File: src/rtl/link_pkg.sv
`default_nettype none
// ============================================================================
// Module : link_pkg
// Shared types for both ends of the 4-byte free/put byte-stream link.
// Rev    : 1.0  initial release
// ============================================================================
package link_pkg;

    localparam int BEATS    = 4;
    localparam int c_BEAT_W = $clog2(BEATS);

    typedef struct packed {
        logic [7:0] a;
        logic [7:0] b;
        logic [7:0] c;
        logic [7:0] d;
    } pay;

    typedef enum logic [1:0] {
        IDLE = 2'd0,
        SEND = 2'd1,
        GAP  = 2'd2
    } tx_state_t;

    // Beat index 0 is the most significant byte, so beats go out a, b, c, d.
    function automatic logic [7:0] pay_byte(input pay msg, input logic [c_BEAT_W-1:0] idx);
        logic [7:0] w_byte;
        case (idx)
            2'd0:    w_byte = msg.a;
            2'd1:    w_byte = msg.b;
            2'd2:    w_byte = msg.c;
            default: w_byte = msg.d;
        endcase
        return w_byte;
    endfunction

endpackage
`default_nettype wire

File: src/rtl/msg_tx_queue_if.sv
`default_nettype none
// ============================================================================
// Module : msg_tx_queue_if
// Message-in / byte-out port bundle of the queued link transmitter.
// Rev    : 1.0  initial release
// ============================================================================
interface msg_tx_queue_if #(
    parameter int DEPTH = 4
);
    import link_pkg::*;

    logic                   in_valid;
    pay                     in_msg;
    logic                   in_ready;
    logic                   free;
    logic                   put;
    logic [7:0]             payload;
    logic                   sent;
    logic [$clog2(DEPTH):0] level;

    modport master (
        output in_valid, in_msg, free,
        input  in_ready, put, payload, sent, level
    );

    modport slave (
        input  in_valid, in_msg, free,
        output in_ready, put, payload, sent, level
    );

endinterface
`default_nettype wire

File: src/rtl/msg_fifo.sv
`default_nettype none
// ============================================================================
// Module : msg_fifo
// Small synchronous FIFO with combinational head read and explicit count.
// Rev    : 1.0  initial release
// ============================================================================
module msg_fifo
    import link_pkg::*;
#(
    parameter int  DEPTH  = 4,
    parameter type ELEM_T = pay
) (
    input  logic                   ck,
    input  logic                   r,
    input  logic                   push,
    input  logic                   pop,
    input  ELEM_T                  wdata,
    output ELEM_T                  rdata,
    output logic [$clog2(DEPTH):0] count,
    output logic                   full,
    output logic                   empty
);

    localparam int c_PTR_W = $clog2(DEPTH);
    localparam int c_CNT_W = c_PTR_W + 1;

    ELEM_T               r_mem [DEPTH];
    logic [c_PTR_W-1:0]  r_wptr;
    logic [c_PTR_W-1:0]  r_rptr;
    logic [c_CNT_W-1:0]  r_count;
    logic                w_do_push;
    logic                w_do_pop;

    // A full FIFO refuses a push even when a pop lands on the same edge.
    assign w_do_push = push && !full;
    assign w_do_pop  = pop && !empty;

    assign full  = (r_count == c_CNT_W'(DEPTH));
    assign empty = (r_count == '0);
    assign count = r_count;
    assign rdata = r_mem[r_rptr];

    always_ff @(posedge ck) begin
        if (w_do_push) begin
            r_mem[r_wptr] <= wdata;
        end
    end

    always_ff @(posedge ck) begin
        if (r) begin
            r_wptr  <= '0;
            r_rptr  <= '0;
            r_count <= '0;
        end else begin
            if (w_do_push) begin
                r_wptr <= r_wptr + c_PTR_W'(1);
            end
            if (w_do_pop) begin
                r_rptr <= r_rptr + c_PTR_W'(1);
            end
            case ({w_do_push, w_do_pop})
                2'b10:   r_count <= r_count + c_CNT_W'(1);
                2'b01:   r_count <= r_count - c_CNT_W'(1);
                default: r_count <= r_count;
            endcase
        end
    end

endmodule
`default_nettype wire

File: src/rtl/msg_tx_queue.sv
`default_nettype none
// ============================================================================
// Module : msg_tx_queue
// Buffers whole messages and serializes each as four put beats to the link.
// Rev    : 1.0  initial release
// ============================================================================
module msg_tx_queue
    import link_pkg::*;
#(
    parameter int DEPTH = 4
) (
    input  logic           ck,
    input  logic           r,
    msg_tx_queue_if.slave  bus
);

    localparam int c_CNT_W = $clog2(DEPTH) + 1;

    tx_state_t             r_state;
    logic [c_BEAT_W-1:0]   r_beat;
    logic                  r_put;
    logic [7:0]            r_payload;
    logic                  r_sent;

    pay                    w_head;
    logic [c_CNT_W-1:0]    w_count;
    logic                  w_full;
    logic                  w_empty;
    logic                  w_pop;

    // The head is released on the edge that registers beat d, never earlier.
    assign w_pop = (r_state == SEND) && (r_beat == c_BEAT_W'(BEATS - 1));

    msg_fifo #(
        .DEPTH  (DEPTH),
        .ELEM_T (pay)
    ) u_fifo (
        .ck    (ck),
        .r     (r),
        .push  (bus.in_valid),
        .pop   (w_pop),
        .wdata (bus.in_msg),
        .rdata (w_head),
        .count (w_count),
        .full  (w_full),
        .empty (w_empty)
    );

    assign bus.in_ready = !w_full;
    assign bus.level    = w_count;
    assign bus.put      = r_put;
    assign bus.payload  = r_payload;
    assign bus.sent     = r_sent;

    always_ff @(posedge ck) begin
        if (r) begin
            r_state   <= IDLE;
            r_beat    <= '0;
            r_put     <= 1'b0;
            r_payload <= '0;
            r_sent    <= 1'b0;
        end else begin
            case (r_state)
                IDLE: begin
                    r_put     <= 1'b0;
                    r_payload <= '0;
                    r_sent    <= 1'b0;
                    r_beat    <= '0;
                    if (!w_empty && bus.free) begin
                        r_state <= SEND;
                    end
                end
                // free is deliberately not looked at here: a started message always completes.
                SEND: begin
                    r_put     <= 1'b1;
                    r_payload <= pay_byte(w_head, r_beat);
                    r_sent    <= 1'b0;
                    r_beat    <= r_beat + c_BEAT_W'(1);
                    if (r_beat == c_BEAT_W'(BEATS - 1)) begin
                        r_state <= GAP;
                    end
                end
                GAP: begin
                    r_put     <= 1'b0;
                    r_payload <= '0;
                    r_sent    <= 1'b1;
                    r_state   <= IDLE;
                end
                default: begin
                    r_put     <= 1'b0;
                    r_payload <= '0;
                    r_sent    <= 1'b0;
                    r_beat    <= '0;
                    r_state   <= IDLE;
                end
            endcase
        end
    end

endmodule
`default_nettype wire
File: src/flat_wrapper.sv
// flat-port wrapper written by rule: the top's interface ports become plain ports
module msg_tx_queue_flat import link_pkg::*;
#(
    parameter int DEPTH = 4
)
  (ck, r, bus_in_valid, bus_in_msg, bus_free, bus_in_ready, bus_put, bus_payload, bus_sent, bus_level);
  msg_tx_queue_if #(.DEPTH(DEPTH)) bus_i ();
  input  logic ck;
  input  logic r;
  input wire logic [$bits(bus_i.in_valid)-1:0] bus_in_valid;
  input wire logic [$bits(bus_i.in_msg)-1:0] bus_in_msg;
  input wire logic [$bits(bus_i.free)-1:0] bus_free;
  output wire logic [$bits(bus_i.in_ready)-1:0] bus_in_ready;
  output wire logic [$bits(bus_i.put)-1:0] bus_put;
  output wire logic [$bits(bus_i.payload)-1:0] bus_payload;
  output wire logic [$bits(bus_i.sent)-1:0] bus_sent;
  output wire logic [$bits(bus_i.level)-1:0] bus_level;
  assign bus_i.in_valid = bus_in_valid;
  assign bus_i.in_msg = bus_in_msg;
  assign bus_i.free = bus_free;
  assign bus_in_ready = bus_i.in_ready;
  assign bus_put = bus_i.put;
  assign bus_payload = bus_i.payload;
  assign bus_sent = bus_i.sent;
  assign bus_level = bus_i.level;
  msg_tx_queue #(.DEPTH(DEPTH)) u_core (.ck(ck), .r(r), .bus(bus_i));
endmodule
File: config.mk
export PLATFORM = sky130hd
export DESIGN_NAME = msg_tx_queue_flat
export DESIGN_NICKNAME = d
export VERILOG_FILES = /design/src/rtl/link_pkg.sv /design/src/rtl/msg_tx_queue_if.sv /design/src/rtl/msg_fifo.sv /design/src/rtl/msg_tx_queue.sv /design/src/flat_wrapper.sv
export SDC_FILE = /design/constraint.sdc
export NUM_CORES = 1
export LEC_CHECK = 0
export ABC_AREA = 1
export CELL_PAD_IN_SITES_DETAIL_PLACEMENT = 0
export CELL_PAD_IN_SITES_GLOBAL_PLACEMENT = 1
export CORE_MARGIN = 8
export CORE_UTILIZATION = 42
export DETAILED_ROUTE_END_ITERATION = 7
export PLACE_DENSITY_LB_ADDON = 0.1
export SYNTH_ARGS = -nofsm -noshare
export SYNTH_HDL_FRONTEND = slang
export SYNTH_SLANG_ARGS = --single-unit
File: constraint.sdc
create_clock -name ck -period 2.2 [get_ports ck]
set_input_delay 0.44 -clock ck [delete_from_list [all_inputs] [get_ports ck]]
set_output_delay 0.44 -clock ck [all_outputs]
set_load 0.1 [all_outputs]
[Word level (Yosys, flattened, before mapping)]
Memory sizes are Yosys's and may differ from the RTL's. A register that Yosys moved wholly into a read port is not among the register bits.
Cells that the tools add are included.
Operators by class
  shift operators: 0
  order comparisons: 0
  mux-type cells: 12
  eq/ne operators: 10
  div/mod/pow operators: 0
  $mul: 0
  reduce and logical (&&, ||, !) cells: 12
  bitwise logic cells: 1
  add/sub/neg operators: 5
Operator list (count)
  $pmux 8 s3: 1
  $eq 2x2->1 const B: 4
  $mux 2: 4
  $pmux 2 s2: 2
  $add 2x1->2 const B: 3
  $eq 2x1->1 const B: 3
  $pmux 3 s2: 1
  $logic_and 1x1->1: 4
  $logic_not 2->1: 2
  $mux 1: 4
  $add 3x1->3 const B: 1
  $eq 3x3->1 const B: 1
  $logic_not 3->1: 1
  $sub 3x1->3 const B: 1
  $logic_not 1->1: 2
  $ne 2x1->1 const B: 1
  $ne 2x2->1 const B: 1
  $reduce_and 2->1: 1
  $reduce_bool 2->1: 1
  $reduce_or 2->1: 1
  $not 1->1: 1
Word-level totals
  word-level logic and storage cells: 49
  bits of input ports: 36
  bits in read-only memories: 0
  output and inout bits: 14
  register bits after elaboration: 21
  RAM bits: 128
  memories kept: 1
  latch bits: 0
Memory list
  u_core.u_fifo.r_mem: depth 4, width 32, rd ports 1, clocked after Yosys merged registers in 1, write ports 1, line msg_fifo.sv:27  | ELEM_T r_mem [DEPTH];

[Depth between registers and ports, before layout]
Gate-level depths: netlist of the first run.
  depth after elaboration: 5
  depth in mapped cells: 12
  mapped depth without buffers: 12

[By module]
Synthesis of the first run repeated with hierarchy kept, for this count alone.
Unflattened totals
  cell total of the unflattened synthesis: 508
  area, all modules: 6065.8 µm²
By module, submodules not included
  msg_fifo: sequential area each 4023.9 µm², area an instance 5276.3 µm², cells each 379, times used 1
  msg_tx_queue: sequential area each 280.3 µm², area an instance 789.5 µm², cells each 129, times used 1

[Worst setup path before layout of the first run]
Ideal clock, no wire load.
  kind: register to register
  start: register u_core.u_fifo.r_count[1], in the netlist u_core.u_fifo.count[1]
  end: memory u_core.u_fifo.r_mem[0][0] in the netlist's numbering, enable pin
  setup time: 421 ps
  period minus slack after synthesis: 4105 ps
  path buffers: 0
  required time: 1779 ps
  arrival time: 3684 ps
  setup slack: -1905 ps
  stages on the path, launching flop included: 5
  cells stage by stage: dfxtp_1 -> inv_1 -> nand3_1 -> nand2_2 -> nor2_1
On the way
  longest elaborated chain between the ends: 5
Ends and longest elaborated chain
  start, declared: line msg_fifo.sv:30  | logic [c_CNT_W-1:0] r_count;
  start signal, assigned: line msg_fifo.sv:62  | 2'b10: r_count <= r_count + c_CNT_W'(1);
  start signal, assigned: line msg_fifo.sv:63  | 2'b01: r_count <= r_count - c_CNT_W'(1);
  start signal, assigned: line msg_fifo.sv:64  | default: r_count <= r_count;
  $eq 3x3->1: line msg_fifo.sv:38  | assign full = (r_count == c_CNT_W'(DEPTH));
  $logic_not 1->1
  named net bus_in_ready: line flat_wrapper.sv:13  | output wire logic [$bits(bus_i.in_ready)-1:0] bus_in_ready;
  $logic_and 1x1->1: line msg_fifo.sv:35  | assign w_do_push = push && !full;
  $mux 1: line msg_fifo.sv:44  | if (w_do_push) begin
  $mux 1 (not written as such): line msg_fifo.sv:45  | r_mem[r_wptr] <= wdata;
  end, declared: line msg_fifo.sv:27
The timed path passes the listed nets, and every way through them passes these cells.

[Final worst setup path of the first run]
  start: register u_core.r_beat[1]
  end: register u_core.u_fifo.r_count[2], in the netlist u_core.u_fifo.count[2]
On the way
  longest elaborated chain between the ends: 5
  elaborated cells on any way between the ends: 7
  those cells by class: eq/ne (3); mux (1); reduce/logical (3)
Ends and longest elaborated chain
  start, declared: line msg_tx_queue.sv:20  | logic [c_BEAT_W-1:0] r_beat;
  start signal, assigned: line msg_tx_queue.sv:78  | r_beat <= r_beat + c_BEAT_W'(1);
  $eq 2x2->1 *: line msg_tx_queue.sv:32  | assign w_pop = (r_state == SEND) && (r_beat == c_BEAT_W'(BEATS - 1));
  $logic_and 1x1->1 *: line msg_tx_queue.sv:32
  $logic_and 1x1->1 *: line msg_fifo.sv:36  | assign w_do_pop = pop && !empty;
  named net u_core.u_fifo.w_do_pop: line msg_fifo.sv:32  | logic w_do_pop;
  $eq 2x1->1 / $eq 2x2->1 (equally long branches): line msg_fifo.sv:61  | case ({w_do_push, w_do_pop})
  $pmux 3 s2 / $reduce_bool 2->1 (equally long branches)
The timed path passes the listed nets; every way through them passes the cells marked *.
A chain may end at the register's enable or synchronous reset.

==> results.tsv, run 1 <==
metric	value	unit
Die Wd	139	microns
Final TNS setup	0	ns
Min-Delay Path Class	reg -> reg	
Area Growth Syn to Fin	20.7	%
cts hold-fix bufs	0	
setup violators final	0	
Clock Latency Late Sink	0.42	ns
Root Buffer	clkbuf_16	
Fin Hold WS	0.488	ns
Crit-path slowest cell	dfxtp_1	
power share of the combinational group	7.9	%
CP delay by family, top	adder cells	
Tcrit/Tclk final	87.3	%
Leak Pwr	3.08	nW
Nets	687	
Switch Pwr	1.49	mW
# diodes	0	
Final Hold Vio Count	0	
R2R depth	10	
clock sinks	151	
first-pass GRT wire length	21600	microns
final antenna-violating net count	0	
Least-Margin Pin Slew	0.596	ns
internal power	4.95	mW
maximum number of pins on one net before global-route repair	54	
Crit path depth	10	
core footprint	15000	sq um
Post-CTS Setup Inserts	0	
post-DR wirelength/cell	16.2	microns
Hold Path Cell Cnt	1	
share of cells above drive strength 1	12.6	%
syn avg cell area	10.8	sq um
hpwl dp	8210	microns
critical path required time	2.54	ns
minimum clock period after layout	1.92	ns
Rel. slew slack	60.2	%
power per cell area	844	nW/um^2
Slew Viols, Final	0	
post-route cell area	7630	sq um
htree depth	4	
grt ovf	0	
Clock power frac	41.3	%
CP max stage delay	0.40	ns
post-cts sizing count	0	
Die ar.	19200	sq um
RSZ-0062 raised after global routing	false	
Syn Nets	631	
Seq/Total Area, Yosys	68.1	%
crit path max fanout	5	
clk_skew	0.00965	ns
critical path cell sequence	ha_1, nand3_1, inv_2, ha_4, inv_1, fa_2, a21oi_1, o21ai_1, nand2_1, nor3b_1	
routed vias	4023	
antenna violations before repair	0	
port buffer count	49	
clk buf depth	2	
DRT Wirelength	13600	microns
Post-route DRC	0	
startpoint class of the critical path	flop	
Max Cap Viol	0	
number of global-route vias before repair	4020	
GPL Wtd Cong	0.740	
Worst VDD drop	557	uV
CTS tree	built	
Cell Rows	45	
Initial Util	42.2	%
clock buffer count from CTS	17	
commonest cells after routing, fill and taps aside	nand2_1 (160), edfxtp_1 (128), inv_1 (80), nand3_1 (58), nor2_1 (47)	
Sw Share	23.2	%
Worst Path Buf+Inv	2	
initial drt markers	299	
flip-flop and latch count after synthesis	151	
GRT Util Overall	14.8	%
Setup CP Type	reg -> reg	
Syn Inst Count	584	
io pins	50	
Yosys Warn Count	0	
Reg clk slew, reported paths	0.06	ns
Die Y	139	microns
Fill cells	1347	
drt pass-1 iters	4	
Reg power frac	50.8	%
crit end category	flop	
status	finished clean	
post-synthesis cell type count	24	
commonest non-fill, non-tap cell in the layout	nand2_1	
Arr. time, crit path	2.27	ns
placed instance area	7090	sq um
Post-Syn Area	6320	sq um
vias per cell	4.78	
fmax	0.520	GHz
==> cells in the mapped netlist <==
cell,instances,share of area [%]
a211oi_1,3,0.36
a21oi_1,6,0.48
a22o_1,1,0.14
buf_2,17,1.3
buf_6,7,1.2
clkbuf_1,1,0.059
dfxtp_1,23,7.3
edfxtp_1,128,61
fa_1,1,0.32
ha_1,10,2.0
inv_1,83,4.9
inv_2,2,0.12
nand2_1,160,9.5
nand2_2,1,0.099
nand3_1,59,4.7
nand4_1,1,0.099
nor2_1,51,3.0
nor3b_1,1,0.12
o211ai_2,8,1.6
o21ai_0,4,0.32
o21ai_1,13,1.0
o21bai_1,2,0.24
o22ai_1,1,0.099
xor2_1,1,0.14
==> logic make-up after synthesis <==
group           count (synthesis)  synth area share [%]
compound gates                 38                  4.24
xor+xnor                        1                 0.139
fa+ha+maj                      11                  2.30
buf+inv                       110                  7.70
flops                         151                  68.1
simple gates                  273                  17.5
==> worst reg2reg max path, stage by stage (launching register included) <==
cell     delay, ns
dfxtp_1       0.40
ha_1          0.22
nand3_1       0.12
inv_2         0.13
ha_4          0.13
inv_1         0.06
fa_2          0.34
a21oi_1       0.14
o21ai_1       0.09
nand2_1       0.06
nor3b_1       0.15
==> sequential cells by signal (all words and copies together) (netlist names), named ones only <==
name                  cells
u_core.r_state            2
u_core.u_fifo.r_mem     128
u_core.bus.payload        8
u_core.r_beat             2
u_core.bus.put            1
u_core.u_fifo.r_rptr      2
u_core.u_fifo.r_wptr      2
u_core.u_fifo.count       3
u_core.bus.sent           1
==> final timing paths <==
check	endpoint	slack (ns)	start
worst max register to register	u_core.u_fifo.count[2]	0.28	u_core.r_beat[1]
worst min-delay path	u_core.u_fifo.r_rptr[0]	0.49	u_core.u_fifo.r_rptr[0]
worst max-delay path	u_core.u_fifo.count[2]	0.28	u_core.r_beat[1]
worst min register to register	u_core.u_fifo.r_rptr[0]	0.49	u_core.u_fifo.r_rptr[0]
==> stage by stage <==
| step | std cells | utilization [%] | setup WS (ns) | power, mW |
|---|---|---|---|---|
| floorplan | 584 | - | 0.0323 | 3.62 |
| global placement | 809 | 47.3 | 0.139 | 3.84 |
| detailed placement | 809 | 47.3 | 0.110 | 3.85 |
| CTS | 841 | 50.9 | 0.203 | 6.52 |
| global route | 841 | 50.9 | 0.0492 | 6.68 |
| finish | 841 | 50.9 | 0.278 | 6.44 |
==> layer usage <==
| layer | up-vias | track usage (%) | wire length, microns |
|---|---|---|---|
| met5 | - | 0 | 0 |
| met4 | 0 | 5.43 | 144 |
| met3 | 10 | 4.61 | 598 |
| met2 | 79 | 24.6 | 6620 |
| met1 | 1914 | 17.8 | 6230 |
| li1 | 2020 | - | - |
==> layout make-up <==
class / count / area, sq um / area share (%)
Timing Repair Buffer: 62 / 616 / 8.07
Tap cell: 188 / 235 / 3.08
Clock inverter: 14 / 110 / 1.44
Inverter: 85 / 322 / 4.22
Sequential cell: 151 / 4320 / 56.6
Multi-Input combinational cell: 323 / 1600 / 21.0
Clock buffer: 18 / 429 / 5.63
==> power by group through the flow <==
stage | Combinational (mW) | Sequential (mW) | Clock (mW)
after floorplan | 0.213 | 3.41 | 0
after global placement | 0.511 | 3.33 | 0
after detailed placement | 0.519 | 3.33 | 0
after CTS | 0.521 | 3.27 | 2.73
after global routing | 0.561 | 3.28 | 2.84
final | 0.510 | 3.27 | 2.66
Note: power is estimated with default switching activity, not from simulation.
==> run 2: changes to the inputs <==
Settings changed: ABC_CLOCK_PERIOD_IN_PS set to 2200.
==> results of run 2 <==
No change in the layout: final DEF, timing and power equal those of run 1.
